## src/rtl/song_pkg.sv

```systemverilog
// Shared types for the song sequencer: note code, table entry layout and FSM states.
package song_pkg;

    localparam int unsigned SONG_DUR_BITS = 16;

    typedef logic [2:0] note_t;
    localparam note_t NOTE_REST = 3'd0;

    // Entry layout at the default duration width.
    typedef struct packed {
        note_t                    note;
        logic [SONG_DUR_BITS-1:0] dur;
    } song_entry_t;

    typedef enum logic [1:0] {StIdle, StArm, StWait, StRestart} state_e;

endpackage

```

## src/rtl/song_table.sv

```systemverilog
// Song table register file: one write port, combinational read, async clear to end markers.
module song_table
    import song_pkg::*;
#(
    parameter int unsigned ADDR_BITS = 4,
    parameter int unsigned DUR_BITS  = 16
) (
    input  logic                 clk,
    input  logic                 rst,
    input  logic                 wr_en,
    input  logic [ADDR_BITS-1:0] wr_addr,
    input  note_t                wr_note,
    input  logic [DUR_BITS-1:0]  wr_dur,
    input  logic [ADDR_BITS-1:0] rd_addr,
    output note_t                rd_note,
    output logic [DUR_BITS-1:0]  rd_dur
);

    localparam int unsigned Depth = 2 ** ADDR_BITS;

    note_t               note_q [Depth];
    logic [DUR_BITS-1:0] dur_q  [Depth];

    always_ff @(posedge clk or posedge rst) begin
        if (rst) begin
            for (int i = 0; i < Depth; i++) begin
                note_q[i] <= NOTE_REST;
                dur_q[i]  <= '0;
            end
        end else if (wr_en) begin
            note_q[wr_addr] <= wr_note;
            dur_q[wr_addr]  <= wr_dur;
        end
    end

    assign rd_note = note_q[rd_addr];
    assign rd_dur  = dur_q[rd_addr];

endmodule

```

## src/rtl/song_sequencer.sv

```systemverilog
// Walks the song table and issues one play_load per entry, timed off the player's play_done.
module song_sequencer
    import song_pkg::*;
#(
    parameter int unsigned ADDR_BITS = 4,
    parameter int unsigned DUR_BITS  = 16
) (
    input  logic                 clk,
    input  logic                 rst,
    input  logic                 wr_en,
    input  logic [ADDR_BITS-1:0] wr_addr,
    input  logic [2:0]           wr_note,
    input  logic [DUR_BITS-1:0]  wr_duration,
    input  logic                 start,
    input  logic                 stop,
    input  logic                 loop,
    output logic                 play_load,
    output logic [2:0]           play_note,
    output logic [DUR_BITS-1:0]  play_duration,
    input  logic                 play_done,
    output logic                 busy,
    output logic [ADDR_BITS-1:0] cur_index,
    output logic                 song_done
);

    state_e               state_q, state_d;
    logic [ADDR_BITS-1:0] ptr_q, ptr_d;
    logic [ADDR_BITS-1:0] cur_q, cur_d;
    logic                 wrapped_q, wrapped_d;
    logic                 valid;

    song_table #(
        .ADDR_BITS (ADDR_BITS),
        .DUR_BITS  (DUR_BITS)
    ) u_table (
        .clk     (clk),
        .rst     (rst),
        .wr_en   (wr_en),
        .wr_addr (wr_addr),
        .wr_note (wr_note),
        .wr_dur  (wr_duration),
        .rd_addr (ptr_q),
        .rd_note (play_note),
        .rd_dur  (play_duration)
    );

    assign valid = (play_duration != '0);

    always_comb begin
        state_d   = state_q;
        ptr_d     = ptr_q;
        cur_d     = cur_q;
        wrapped_d = wrapped_q;
        play_load = 1'b0;
        song_done = 1'b0;
        unique case (state_q)
            StIdle: begin
                if (start && valid && !stop) play_load = 1'b1;
                else if (start && !valid)    song_done = 1'b1;
            end
            StArm: begin
                // play_done is still high in the load cycle; wait until the player takes the note.
                if (!stop && !play_done) state_d = StWait;
            end
            StWait: begin
                if (!stop && play_done) begin
                    if (valid && !wrapped_q) begin
                        play_load = 1'b1;
                    end else begin
                        ptr_d     = '0;
                        wrapped_d = 1'b0;
                        if (loop) begin
                            state_d = StRestart;
                        end else begin
                            song_done = 1'b1;
                            state_d   = StIdle;
                        end
                    end
                end
            end
            StRestart: begin
                if (!stop) begin
                    if (valid) begin
                        play_load = 1'b1;
                    end else begin
                        song_done = 1'b1;
                        state_d   = StIdle;
                    end
                end
            end
            default: state_d = StIdle;
        endcase

        if (stop && state_q != StIdle) begin
            state_d   = StIdle;
            ptr_d     = '0;
            wrapped_d = 1'b0;
        end else if (play_load) begin
            cur_d   = ptr_q;
            ptr_d   = ptr_q + 1'b1;
            state_d = StArm;
            if (ptr_q == {ADDR_BITS{1'b1}}) wrapped_d = 1'b1;
        end
    end

    always_ff @(posedge clk or posedge rst) begin
        if (rst) begin
            state_q   <= StIdle;
            ptr_q     <= '0;
            cur_q     <= '0;
            wrapped_q <= 1'b0;
        end else begin
            state_q   <= state_d;
            ptr_q     <= ptr_d;
            cur_q     <= cur_d;
            wrapped_q <= wrapped_d;
        end
    end

    assign busy      = (state_q != StIdle);
    assign cur_index = cur_q;

endmodule

```

## config.mk

```make
export PLATFORM = sky130hd
export DESIGN_NAME = song_sequencer
export DESIGN_NICKNAME = d
export VERILOG_FILES = /design/src/rtl/song_pkg.sv /design/src/rtl/song_table.sv /design/src/rtl/song_sequencer.sv
export SDC_FILE = /design/constraint.sdc
export NUM_CORES = 1
export LEC_CHECK = 0
export CAP_MARGIN = 15
export CORE_MARGIN = 2
export CORE_UTILIZATION = 43
export DETAILED_ROUTE_END_ITERATION = 8
export RECOVER_POWER = 100
export SYNTH_ARGS = -nofsm -noshare
export SYNTH_HDL_FRONTEND = slang
export SYNTH_SLANG_ARGS = --single-unit
```

## constraint.sdc

```tcl
create_clock -name clk -period 32.3 [get_ports clk]
set_input_delay 8.075 -clock clk [delete_from_list [all_inputs] [get_ports clk]]
set_output_delay 8.075 -clock clk [all_outputs]
set_load 0.01 [all_outputs]
```

==> flow_summary.ini, run 1 <==
[timing]
tns_ns = 0
slew_violations = 618
timing.final.crit_period_ns = 18.39
clock_skew_ns = 0.0107
hold_viol_final = 0
worstMarginPinSlew_ns = 4.61
final.period_utilization_pct = 56.9
setup_viol = 0
rsz0062_at_grt = false
max_freq_mhz = 54.4
relSlewSlack_pct = -209

[cells_and_area]
most-common-layout-cells = dfrtp_1 (314), mux2_2 (304), mux4_2 (73), clkbuf_16 (37), nand2_1 (31)
layout_commonest_cell = dfrtp_1
post_route_cells_drive_above_1_share_pct = 45.0
final_util_pct = 50.0
insertedDiodeCount = 0
fin_nets = 997
area_growth_syn_to_layout_pct = 14.1
stdcell_count = 1433

[synthesis]
synth.avg_cell_area_um2 = 15.7
synth_top_area_cell = dfrtp_1
synth_cell_type_count = 50
synthFlopType = dfrtp_1
synth-seq-cells = 315
syn-num-nets = 946
async_flop_share_pct = 100
synth-edff-count = 0
yosysSeqAreaShare_pct = 55.0
synth_top_area_share_pct = 55.0
syn_inst = 915
syn_area_um2 = 14300
ys_top_cells_by_area = dfrtp_1 (55%), mux2_2 (24%), mux4_2 (11%)
yosysWarnings = 0

[hold_path]
hold_path.class = reg2reg

[placement]
place_hpwl_um = 19600
port_buffers = 55
routabilityCongestion = 0.781
dp.cells = 1370

[outcome]
status = complete, but fails checks
violations = capacitance limit, slew limit

[route]
wl_per_cell_um = 23.8
avgViaCountPerCell = 5.61
drt-pass1-iter-count = 4
detail-route-antenna-nets = 0
drt_iter0_drc = 477
drc = 0
wirelength_um = 34100
num_vias = 8038

[critical_path]
critPathArrivalTime_ns = 10.31
crit_family = buffers and inverters
start_kind = primary input
cp_max_fo = 12
critPathCaptureType = output pin
cpPeakStageDelay_ns = 0.63
cp_num_buf_inv = 4
path_class = in2out
slowest_stage = dlygate4sd3_1
cp.required_ns = 24.23
path_cells = dlygate4sd3_1 > a21oi_1 > o21bai_1 > inv_1 > a211o_1 > inv_1 > dlygate4sd3_1

[floorplanning]
start_util_pct = 43.8
fp-row-count = 66
die-area_um2 = 34800
io_pins = 56
core_area_um2 = 32700
die_height_um = 187
die_w_um = 187

[cts]
ctsResizeCount = 0
cts.reportedPaths.clkPinSlew_ns = 0.06
cts_tree = built
clock_latency_ns = 0.50
cts_sinks = 315
cts_buffer_depth = 3
post_cts_buffers = 0
numCtsBuffers = 36
htree_levels = 2
cts-root-buf = clkbuf_16
holdBufCountCts = 0

[power_and_ir_drop]
power.ir.vdd_worst_mv = 0.0456
power_density_nw_per_um2 = 81.7
p_leak_nw = 6.89
p_total_mw = 1.34

[run]
maxCapViolations = 17

[grt]
grt_max_degree = 104
antenna_found_initial = 0
grt_overflow = 0
grt_util_all_layers_pct = 20.1
grt_pass1_wl_um = 53300
first_global_vias = 8554
-- state kept, by name, indices dropped and copies added, names as in the netlist --
register        cells
u_table.dur_q     256
u_table.note_q     48
cur_index           4
ptr_q               4
state_q             2
wrapped_q           1
-- metal layers --
metal | part of all wire, % | vias to the layer above | track usage (%)
li1 | - | 3534 | -
met1 | 47 | 4327 | 28.4
met2 | 48 | 129 | 32.6
met3 | 2.9 | 48 | 2.97
met4 | 1.8 | 0 | 5.71
met5 | 0 | - | 0
-- synth_stat cells, types with 6 or more instances --
cell      number
dfrtp_1      315
nor2_1        16
nand2_1       31
nor2b_1        7
clkbuf_1      44
a22oi_1       30
mux2i_1        9
inv_1         10
mux2_2       304
mux4_2        73
buf_2          6
o21ai_0        6
buf_1          7
-- worst paths after layout --
| check | start | to | slack [ns] | cells past startpoint |
|---|---|---|---|---|
| max reg2reg | ptr_q[0] | ptr_q[0] | 23.83 | 9 |
| max | play_done | play_load | 13.91 | 7 |
| max in group asynchronous | rst | u_table.dur_q[43] | 14.80 | 4 |
| min | cur_index[0] | cur_index[0] | 0.48 | 2 |
| min in group asynchronous | rst | u_table.note_q[17] | 9.42 | 2 |
| min reg2reg | cur_index[0] | cur_index[0] | 0.48 | 2 |
-- worst register-to-register path, cell delays in order (launching register included) --
cell and delay (ns):
dfrtp_1 2.18, clkbuf_1 2.69, mux4_2 0.79, a22oi_1 0.26
nand2_1 0.14, nor4_1 0.75, and4bb_4 0.39, a21oi_2 0.09
o311ai_0 0.81, mux2i_1 0.16
-- where the power goes --
part / internal, mW / leakage [nW] / switching [mW] / total (mW)
logic: 0.222 / 2.43 / 0.161 / 0.383
registers: 0.488 / 3.87 / 0.0598 / 0.547
clock network: 0.249 / 0.584 / 0.157 / 0.405
total: 0.958 / 6.89 / 0.378 / 1.34
-- stage by stage --
stage | hold slack, ns | setup slack [ns] | instance area [um2]
after floorplan | 0.471 | 15.35 | 14300
after global placement | 0.481 | 14.21 | 15300
after detailed placement | 0.487 | 14.18 | 15300
after CTS | 0.501 | 14.17 | 16500
after global routing | 0.512 | 12.74 | 16400
final | 0.481 | 13.91 | 16400
-- area by class of cell --
type	count	area [um2]
clock buffer	57	1100
timing repair buffer	79	656
inverter	12	46.3
multi-input combinational	522	6040
fill	2883	16300
sequential	315	7880
clock inverter	6	80.1
tap	442	553
-- logic make-up (layout without fill, tap and decap cells) --
group	Yosys count	count (layout)	synth area share [%]
simple gates	75	75	2.64
xor+xnor	1	1	0.0611
mux	388	388	36.3
flops	315	315	55.0
fa+ha+maj	1	1	0.0873
compound gates	57	57	3.13
buf+inv	78	154	2.75
(Power assumes the default switching activity.)
==> inputs of run 2 (changes only) <==
- clock period: 32.3 -> 18.4 ns (I/O delays scaled with it)
==> run 2 against run 1 <==
Against the previous run: the run still ends with capacitance limit, slew limit left; total power is 72% higher; combinational power up 77%; utilization shrank 0.28 points; global-route usage is 0.49 points lower; worst setup slack got worse by 8.4 ns; largest power group unchanged; highest routed layer unchanged.
==> flow_summary.ini, run 2 (synthesis results as in run 1) <==
[outcome]
status = complete, but fails checks
violations = capacitance limit, slew limit

[timing]
hold_viol_final = 0
worstMarginPinSlew_ns = 5.16
slew_violations = 493
timing.final.crit_period_ns = 12.90
fin_ws_ns = 5.50
clock_skew_ns = 0.0122
final.period_utilization_pct = 70.1
relSlewSlack_pct = -246
setup_viol = 0
tns_ns = 0
rsz0062_at_grt = false
max_freq_mhz = 77.5

[critical_path]
critPathCaptureType = output pin
critPathArrivalTime_ns = 8.30
start_kind = register
crit_family = buffers and inverters
cp.required_ns = 13.80
slowest_stage = clkbuf_1
path_class = reg2out
path_cells = clkbuf_1 > mux4_2 > a22oi_1 > nand2_1 > or4_4 > nor2_4 > a211o_1 > inv_1 > dlygate4sd3_1
cpPeakStageDelay_ns = 2.72
cp_num_buf_inv = 3
cp_max_fo = 45

[cells_and_area]
regArea_um2 = 7890
n_fill_cell = 2867
layout_commonest_cell = dfrtp_1
fin_nets = 996
largest_register_ffs = 256
area_growth_syn_to_layout_pct = 13.5
final_util_pct = 49.8
top_regs = u_table.dur_q (256), u_table.note_q (48)
largest_register = u_table.dur_q
insertedDiodeCount = 0
multiInputGateArea_um2 = 6040
most-common-layout-cells = dfrtp_1 (313), mux2_2 (304), mux4_2 (73), clkbuf_16 (37), nand2_1 (31)
post_route_cells_drive_above_1_share_pct = 45.0

[cts]
cts-root-buf = clkbuf_16
htree_levels = 2
cts_tree = built
cts.reportedPaths.clkPinSlew_ns = 0.06
cts_buffer_depth = 3
post_cts_buffers = 0
cts_sinks = 315
clock_latency_ns = 0.50
numCtsBuffers = 35
ctsResizeCount = 0
holdBufCountCts = 0

[run]
maxCapViolations = 14

[grt]
grt_busiest_layer = met2
met1_usage_pct = 29.0
grt_pass1_wl_um = 52300
grt_max_degree = 116
grtUsageMet3_pct = 3.14
grt_util_all_layers_pct = 19.6
grt_overflow = 0
first_global_vias = 8457
use_met2_pct = 30.7
antenna_found_initial = 0

[power_and_ir_drop]
p_sw_share_pct = 28.6
pwr-share-comb_pct = 29.5
power_density_nw_per_um2 = 141
power.internal_mw = 1.64
p_leak_nw = 6.85
switchingPower_uw = 657
seqPwrFrac_pct = 41.6
clkPwrFrac_pct = 28.9
power.ir.vdd_worst_mv = 0.0797

[floorplanning]
die-area_um2 = 34800
io_pins = 56
die_w_um = 187
die_height_um = 187
start_util_pct = 43.8
core_area_um2 = 32700
fp-row-count = 66

[placement]
port_buffers = 55
place_hpwl_um = 19400
routabilityCongestion = 0.752
place_ws_ns = 7.23

[route]
detail-route-antenna-nets = 0
wirelength_um = 33500
wl_per_cell_um = 23.4
avgViaCountPerCell = 5.55
drt_iter0_drc = 554
num_vias = 7932
drt-pass1-iter-count = 5
drc = 0

[hold_path]
hold_path.class = reg2reg
[run 2: tightest hold or removal path: cells and delay by family, from the launching register on]
family           cells  cell delay, ns
flip-flops           1            0.34
AND/OR/NAND/NOR      2            0.10
[run 2: through the flow]
stage / total power, mW / hold slack (ns) / instance area (um2) / instances
after global placement: 1.65 / 0.482 / 15300 / 1370
final: 2.29 / 0.478 / 16300 / 1430
after CTS: 2.33 / 0.494 / 16400 / 1430
after detailed placement: 1.66 / 0.481 / 15300 / 1370
after floorplan: 1.43 / 0.471 / 14300 / 915
after global routing: 2.42 / 0.509 / 16300 / 1430
[run 2: cell type report]
class	instances	share of cell area, %
Sequential cell	315	48.5
Clock buffer	53	6.43
Clock inverter	7	0.238
Inverter	12	0.285
Tap cell	442	3.40
Multi-Input combinational cell	522	37.1
Timing Repair Buffer	79	4.08
[run 2: path summary, 6_finish.rpt]
check | start | end | slack (ns) | cells after the start
setup / recovery | ptr_q[0] | play_load | 5.50 | 9
hold / removal | cur_index[0] | cur_index[0] | 0.48 | 2
setup reg to reg | ptr_q[0] | ptr_q[0] | 10.29 | 9
hold reg to reg | cur_index[0] | cur_index[0] | 0.48 | 2
max in group asynchronous | rst | u_table.dur_q[89] | 7.03 | 4
min in group asynchronous | rst | u_table.note_q[47] | 6.15 | 2
[run 2: metal layers]
layer / wire [um] / part of all wire [%]
met2: 15600 / 47
met4: 521 / 1.6
met5: 0 / 0
met1: 15800 / 47
met3: 1600 / 4.8
[run 2: power by group through the flow]
| stage | clock network (mW) | registers (mW) | logic, mW |
|---|---|---|---|
| floorplan | 0 | 0.922 | 0.507 |
| global placement | 0 | 0.962 | 0.684 |
| detailed placement | 0 | 0.966 | 0.693 |
| CTS | 0.679 | 0.955 | 0.695 |
| global route | 0.710 | 0.977 | 0.731 |
| finish | 0.662 | 0.954 | 0.677 |
